`config.mk`:
```
export PLATFORM = sky130hd
export DESIGN_NAME = tv80_prefix_seq_flat
export DESIGN_NICKNAME = d
export VERILOG_FILES = /design/src/rtl/tv80_pkg.sv /design/src/rtl/tv80_prefix_seq_if.sv /design/src/rtl/tv80_prefix_seq.sv /design/src/flat_wrapper.sv
export SDC_FILE = /design/constraint.sdc
export NUM_CORES = 1
export LEC_CHECK = 0
export CAP_MARGIN = 10
export CORE_UTILIZATION = 25
export DETAILED_ROUTE_END_ITERATION = 16
export GPL_TIMING_DRIVEN = 0
export PLACE_DENSITY = 0.42
export SYNTH_ARGS = -nofsm -noshare
export SYNTH_HDL_FRONTEND = slang
export SYNTH_SLANG_ARGS = --single-unit
```
`constraint.sdc`:
```
create_clock -name clk -period 3 [get_ports clk]
set_input_delay 0.3 -clock clk [delete_from_list [all_inputs] [get_ports clk]]
set_output_delay 0.3 -clock clk [all_outputs]
set_load 0.05 [all_outputs]
```
`src/rtl/tv80_pkg.sv`:
```
// Shared types and constants for the tv80 opcode-prefix sequencer.
//   grp_t       : instruction group reported with each decoded record
//   idx_t       : index-register selection (HL / IX / IY)
//   pfx_state_t : prefix-chain FSM states
//   PFX_*       : the four prefix byte values
package tv80_pkg;

  typedef enum logic [1:0] {
    GRP_BASE = 2'b00,
    GRP_CB   = 2'b01,
    GRP_ED   = 2'b10,
    GRP_XYCB = 2'b11
  } grp_t;

  typedef enum logic [1:0] {
    IDX_HL = 2'b00,
    IDX_IX = 2'b01,
    IDX_IY = 2'b10
  } idx_t;

  localparam logic [7:0] PFX_DD = 8'hDD;
  localparam logic [7:0] PFX_FD = 8'hFD;
  localparam logic [7:0] PFX_ED = 8'hED;
  localparam logic [7:0] PFX_CB = 8'hCB;

  typedef enum logic [2:0] {
    S_IDLE,
    S_P_XY,
    S_P_CB,
    S_P_ED,
    S_XYCB_D,
    S_XYCB_OP
  } pfx_state_t;

endpackage

```
`src/rtl/tv80_prefix_seq_if.sv`:
```
// Byte-in / record-out bus of the tv80 prefix sequencer.
//   byte_valid/byte_ready/byte_in : fetched opcode/displacement byte stream
//   instr_valid/instr_ready       : decoded-record handshake
//   opcode, grp, idx, disp, nprefix : decoded record fields
//   in_prefix, int_ok             : sequence status
// master = the sequencer, slave = the fetch/executor side.
interface tv80_prefix_seq_if #(
  parameter int unsigned PFX_CNT_W = 4
);
  logic                 byte_valid;
  logic                 byte_ready;
  logic [7:0]           byte_in;
  logic                 instr_valid;
  logic                 instr_ready;
  logic [7:0]           opcode;
  logic [1:0]           grp;
  logic [1:0]           idx;
  logic [7:0]           disp;
  logic [PFX_CNT_W-1:0] nprefix;
  logic                 in_prefix;
  logic                 int_ok;

  modport master (
    input  byte_valid, byte_in, instr_ready,
    output byte_ready, instr_valid, opcode, grp, idx, disp, nprefix,
           in_prefix, int_ok
  );

  modport slave (
    output byte_valid, byte_in, instr_ready,
    input  byte_ready, instr_valid, opcode, grp, idx, disp, nprefix,
           in_prefix, int_ok
  );
endinterface

```
`src/rtl/tv80_prefix_seq.sv`:
```
// tv80 opcode-prefix sequencer.
// Consumes fetched bytes, follows DD/FD/CB/ED prefix chains (including
// DD/FD CB d op) and emits one registered record per instruction.
//   clk, reset : clock, asynchronous active-high reset
//   bus        : tv80_prefix_seq_if.master (byte stream in, record out,
//                in_prefix / int_ok status)
module tv80_prefix_seq
  import tv80_pkg::*;
#(
  parameter int unsigned PFX_CNT_W = 4
) (
  input  logic               clk,
  input  logic               reset,
  tv80_prefix_seq_if.master  bus
);

  pfx_state_t           state_q, state_d;
  idx_t                 idx_q, idx_d;
  logic [PFX_CNT_W-1:0] cnt_q, cnt_d;
  logic [7:0]           disp_q, disp_d;

  logic                 rec_vld_q;
  logic [7:0]           rec_op_q;
  grp_t                 rec_grp_q;
  idx_t                 rec_idx_q;
  logic [7:0]           rec_disp_q;
  logic [PFX_CNT_W-1:0] rec_np_q;

  logic                 accept;
  logic                 emit;
  grp_t                 e_grp;
  idx_t                 e_idx;
  logic [PFX_CNT_W-1:0] cnt_base;
  idx_t                 idx_base;

  function automatic logic [PFX_CNT_W-1:0] sat_inc(input logic [PFX_CNT_W-1:0] v);
    return (v == '1) ? v : v + 1'b1;
  endfunction

  // One-deep skid: a new byte may land while the record is being taken.
  assign bus.byte_ready = !rec_vld_q || bus.instr_ready;
  assign accept         = bus.byte_valid && bus.byte_ready;

  always_comb begin
    state_d = state_q;
    idx_d   = idx_q;
    cnt_d   = cnt_q;
    disp_d  = disp_q;
    emit    = 1'b0;
    e_grp   = GRP_BASE;
    e_idx   = IDX_HL;
    // IDLE starts a fresh sequence regardless of leftovers in the registers.
    if (state_q == S_IDLE) begin
      cnt_base = '0;
      idx_base = IDX_HL;
    end else begin
      cnt_base = cnt_q;
      idx_base = idx_q;
    end

    if (accept) begin
      case (state_q)
        S_IDLE, S_P_XY: begin
          if (bus.byte_in == PFX_DD) begin
            state_d = S_P_XY;
            idx_d   = IDX_IX;
            cnt_d   = sat_inc(cnt_base);
          end else if (bus.byte_in == PFX_FD) begin
            state_d = S_P_XY;
            idx_d   = IDX_IY;
            cnt_d   = sat_inc(cnt_base);
          end else if (bus.byte_in == PFX_ED) begin
            state_d = S_P_ED;
            idx_d   = IDX_HL;
            cnt_d   = sat_inc(cnt_base);
          end else if (bus.byte_in == PFX_CB) begin
            if (state_q == S_IDLE) begin
              state_d = S_P_CB;
            end else begin
              state_d = S_XYCB_D;
            end
            idx_d = idx_base;
            cnt_d = sat_inc(cnt_base);
          end else begin
            emit  = 1'b1;
            e_grp = GRP_BASE;
            e_idx = idx_base;
          end
        end
        S_P_CB: begin
          emit  = 1'b1;
          e_grp = GRP_CB;
        end
        S_P_ED: begin
          emit  = 1'b1;
          e_grp = GRP_ED;
        end
        S_XYCB_D: begin
          disp_d  = bus.byte_in;
          state_d = S_XYCB_OP;
        end
        S_XYCB_OP: begin
          emit  = 1'b1;
          e_grp = GRP_XYCB;
          e_idx = idx_q;
        end
        default: state_d = S_IDLE;
      endcase

      if (emit) begin
        state_d = S_IDLE;
        idx_d   = IDX_HL;
        cnt_d   = '0;
      end
    end
  end

  always_ff @(posedge clk or posedge reset) begin
    if (reset) begin
      state_q <= S_IDLE;
      idx_q   <= IDX_HL;
      cnt_q   <= '0;
      disp_q  <= '0;
    end else begin
      state_q <= state_d;
      idx_q   <= idx_d;
      cnt_q   <= cnt_d;
      disp_q  <= disp_d;
    end
  end

  // Record register: overwritten with no bubble when a final byte lands
  // in the same cycle the previous record is taken.
  always_ff @(posedge clk or posedge reset) begin
    if (reset) begin
      rec_vld_q  <= 1'b0;
      rec_op_q   <= '0;
      rec_grp_q  <= GRP_BASE;
      rec_idx_q  <= IDX_HL;
      rec_disp_q <= '0;
      rec_np_q   <= '0;
    end else if (accept && emit) begin
      rec_vld_q  <= 1'b1;
      rec_op_q   <= bus.byte_in;
      rec_grp_q  <= e_grp;
      rec_idx_q  <= e_idx;
      rec_disp_q <= (e_grp == GRP_XYCB) ? disp_q : '0;
      rec_np_q   <= cnt_base;
    end else if (bus.instr_ready) begin
      rec_vld_q  <= 1'b0;
    end
  end

  assign bus.instr_valid = rec_vld_q;
  assign bus.opcode      = rec_op_q;
  assign bus.grp         = rec_grp_q;
  assign bus.idx         = rec_idx_q;
  assign bus.disp        = rec_disp_q;
  assign bus.nprefix     = rec_np_q;
  assign bus.in_prefix   = (state_q != S_IDLE);
  assign bus.int_ok      = (state_q == S_IDLE) && !rec_vld_q;

endmodule

```
`src/flat_wrapper.sv`:
```
// flat-port wrapper written by rule: the top's interface ports become plain ports
module tv80_prefix_seq_flat import tv80_pkg::*;
#(
  parameter int unsigned PFX_CNT_W = 4
)
  (clk, reset, bus_byte_valid, bus_byte_in, bus_instr_ready, bus_byte_ready, bus_instr_valid, bus_opcode, bus_grp, bus_idx, bus_disp, bus_nprefix, bus_in_prefix, bus_int_ok);
  tv80_prefix_seq_if #(.PFX_CNT_W(PFX_CNT_W)) bus_i ();
  input  logic clk;
  input  logic reset;
  input wire logic [$bits(bus_i.byte_valid)-1:0] bus_byte_valid;
  input wire logic [$bits(bus_i.byte_in)-1:0] bus_byte_in;
  input wire logic [$bits(bus_i.instr_ready)-1:0] bus_instr_ready;
  output wire logic [$bits(bus_i.byte_ready)-1:0] bus_byte_ready;
  output wire logic [$bits(bus_i.instr_valid)-1:0] bus_instr_valid;
  output wire logic [$bits(bus_i.opcode)-1:0] bus_opcode;
  output wire logic [$bits(bus_i.grp)-1:0] bus_grp;
  output wire logic [$bits(bus_i.idx)-1:0] bus_idx;
  output wire logic [$bits(bus_i.disp)-1:0] bus_disp;
  output wire logic [$bits(bus_i.nprefix)-1:0] bus_nprefix;
  output wire logic [$bits(bus_i.in_prefix)-1:0] bus_in_prefix;
  output wire logic [$bits(bus_i.int_ok)-1:0] bus_int_ok;
  assign bus_i.byte_valid = bus_byte_valid;
  assign bus_i.byte_in = bus_byte_in;
  assign bus_i.instr_ready = bus_instr_ready;
  assign bus_byte_ready = bus_i.byte_ready;
  assign bus_instr_valid = bus_i.instr_valid;
  assign bus_opcode = bus_i.opcode;
  assign bus_grp = bus_i.grp;
  assign bus_idx = bus_i.idx;
  assign bus_disp = bus_i.disp;
  assign bus_nprefix = bus_i.nprefix;
  assign bus_in_prefix = bus_i.in_prefix;
  assign bus_int_ok = bus_i.int_ok;
  tv80_prefix_seq #(.PFX_CNT_W(PFX_CNT_W)) u_core (.clk(clk), .reset(reset), .bus(bus_i));
endmodule
```
==> results.py <==
metrics = {
    "clock_network": {
        "cts_max_level": 2,
        "cts_num_sinks": 42,
        "root_buffer": "clkbuf_8",
        "post_cts_resize_count": 0,
        "cts.clk_slew.worst_paths_ns": 0.09,
        "cts_tree": "done",
        "cts_hold_buf": 0,
        "cts_buffers": 5,
        "clock_path_buffers": 2,
        "post-cts-setup-buffers": 0,
        "clk_latency_ns": 0.30,
    },
    "synthesis": {
        "synthFlopType": "dfrtp_1",
        "ys_top_cells_by_area": "dfrtp_1, mux2_2, nand2_1, o21ai_0, mux2_1",
        "synth_area_sq_um": 1920,
        "async_flop_share": 1.00,
        "yosysMostFrequentCell": "dfrtp_1",
        "synth_largest_area_cell": "dfrtp_1",
        "yosysSeqAreaShare": 0.548,
        "yosys-top-cells-count": "dfrtp_1, nand2_1, o21ai_0",
        "postSynthNetCount": 190,
        "yosys.cell_types.count": 38,
        "yosysWarnings": 0,
        "netlist.area_leader.share": 0.548,
        "ys_seq_elements": 42,
        "synth_edf_count": 0,
        "syn_inst": 177,
        "avgSynthCellArea_sq_um": 10.8,
    },
    "grt": {
        "grt_start_max_net_pins": 32,
        "grt_usage": 0.125,
        "antenna_found_initial": 0,
        "grt_pass1_vias": 1449,
        "overflow": 0,
        "grt_first_pass_wirelength_um": 7470,
    },
    "worst_setup_path": {
        "rrSetupSlack_ns": 0.32,
        "crit_start": "u_core.state_q[1]",
        "slowest_delay_ns": 0.91,
        "critPathLaunchType": "flop",
        "crit_top_cell": "clkbuf_1",
        "critPathMaxFanout": 10,
        "slowest_stage": "clkdlybuf4s50_1",
        "rr_worst_depth": 10,
        "path_cells": "clkbuf_1 > or3_1 > clkbuf_1 > clkdlybuf4s50_1",
        "r2r_start": "u_core.state_q[1]",
        "cp-end-kind": "output pin",
        "path_class": "reg -> out",
        "reg2reg_to": "u_core.cnt_q[0]",
        "crit_required_ns": 2.70,
        "critical_path_arrival_ns": 2.61,
    },
    "detailed_routing": {
        "wirelength_um": 4620,
        "post_drt_wl_per_cell_um": 14.3,
        "drtAntennaViolNets": 0,
        "drc": 0,
        "vias": 1449,
        "firstDrtPassIters": 4,
        "drt_iter0_markers": 65,
        "vias_per_cell": 4.47,
    },
    "sta": {
        "tightest_slew_ns": 0.771,
        "fin_crit_sh": 0.969,
        "final-hold-violation-count": 0,
        "tns_ns": 0,
        "relSlewSlack": 0.482,
        "rsz0062_at_grt": "no",
        "drv_slew": 0,
        "setup_viol": 0,
        "fin_crit_ns": 2.91,
        "max_freq_mhz": 344,
        "fin_skew_ns": 0.00691,
    },
    "job": {
        "max-cap-violations": 0,
    },
    "floorplan": {
        "dieArea_sq_um": 8030,
        "core-area_sq_um": 7330,
        "die_x_um": 89.6,
        "die-height_um": 89.6,
        "row_count": 31,
        "initial_core_util": 0.262,
        "num_io_pins": 40,
    },
    "cells_and_area": {
        "nNetsFinal": 237,
        "instances_no_fill": 324,
        "area_growth_pct": 32.5,
        "drive_above_1_share": 0.138,
        "antennaDiodeCount": 0,
    },
    "placement": {
        "dp_hpwl_um": 3330,
        "dp.cells": 316,
        "io_buffer_count": 39,
        "routabilityCongestion": 0.749,
    },
    "pwr": {
        "vdd_drop_max_v": 0.000207,
        "total_power_mw": 1.29,
        "netSwitchingFraction": 0.317,
        "pwr-share-comb": 0.212,
        "intPower_mw": 0.878,
        "clockPowerShare": 0.294,
        "seqPwrFrac": 0.494,
        "p_switching_mw": 0.407,
        "power_leakage_nw": 1.03,
        "powerDensity_nw_per_um2": 505,
    },
    "min_path": {
        "hold_path.class": "in -> async",
    },
    "run_status": {
        "outcome": "finished, final reports clean",
    },
}
## worst max-delay path by stage
stage | end | slack [ns]
global route | bus_in_prefix | 0.01
detailed placement | u_core.bus.opcode[0] | 0.22
global placement | u_core.bus.opcode[0] | 0.21
floorplan | u_core.cnt_q[0] | 0.41
finish | bus_in_prefix | 0.09
CTS | bus_in_prefix | 0.09
## state kept, by name, summed over array words and instances (netlist names)
register,count
u_core.bus.disp,8
u_core.bus.opcode,8
u_core.disp_q,8
u_core.bus.nprefix,4
u_core.cnt_q,4
u_core.state_q,3
u_core.bus.grp,2
u_core.bus.idx,2
u_core.idx_q,2
u_core.bus.instr_valid,1
## per-layer routing
metal	wire length, um	GRT usage	vias to the layer above
met5	0	0	-
met4	49	0.0390	0
met3	132	0.0247	4
met2	2130	0.195	26
met1	2310	0.175	692
li1	-	-	727
## metrics by stage
stage	area [sq um]	setup slack, ns	utilization	hold WS [ns]
global route	2540	0.0121	0.347	0.299
finish	2540	0.0928	0.347	0.252
detailed placement	2450	0.217	0.335	0.473
floorplan	1920	0.407	-	0.432
CTS	2540	0.0915	0.347	0.259
global placement	2430	0.209	0.332	0.469
## worst max-delay path, delay by kind of cell, from the launching register on
family | cells | cell delay [ns]
buf+inv | 3 | 1.71
flops | 1 | 0.41
simple gates | 1 | 0.19
## cell usage in the layout (no fill, tap or decap), types with 4 or more instances in the layout
master,count
a21oi_1,7
clkbuf_1,6
clkbuf_8,5
clkdlybuf4s50_1,39
dfrtp_1,42
inv_1,4
mux2_1,5
mux2_2,12
nand2_1,29
nand3_1,5
nor2_1,5
o21ai_0,20
## power by group through the flow
stage               registers (mW)  clock network [mW]  logic, mW
floorplan                    0.714                   0      0.105
CTS                          0.635               0.390      0.277
detailed placement           0.646                   0      0.276
finish                       0.635               0.378      0.272
global placement             0.646                   0      0.272
global route                 0.641               0.413      0.293
## logic make-up after synthesis
logic type / count (synthesis) / synth area share
and+or+nand+nor: 58 / 0.153
DFF: 42 / 0.548
AOI/OAI and AO/OA: 43 / 0.152
adders and majority gates: 1 / 0.00652
buffers and inverters: 14 / 0.0306
muxes: 19 / 0.110
## area by class of cell
cell class	instances	area (sq um)
fillers	766	4790
flip-flops and latches	42	1050
multi-input cells	121	810
repair buffers	40	410
well taps	99	124
clock buffers	5	68.8
plain buffers	9	40.0
clock inverters	3	21.3
inverters	5	18.8
Power figures use the tool's default switching activity.
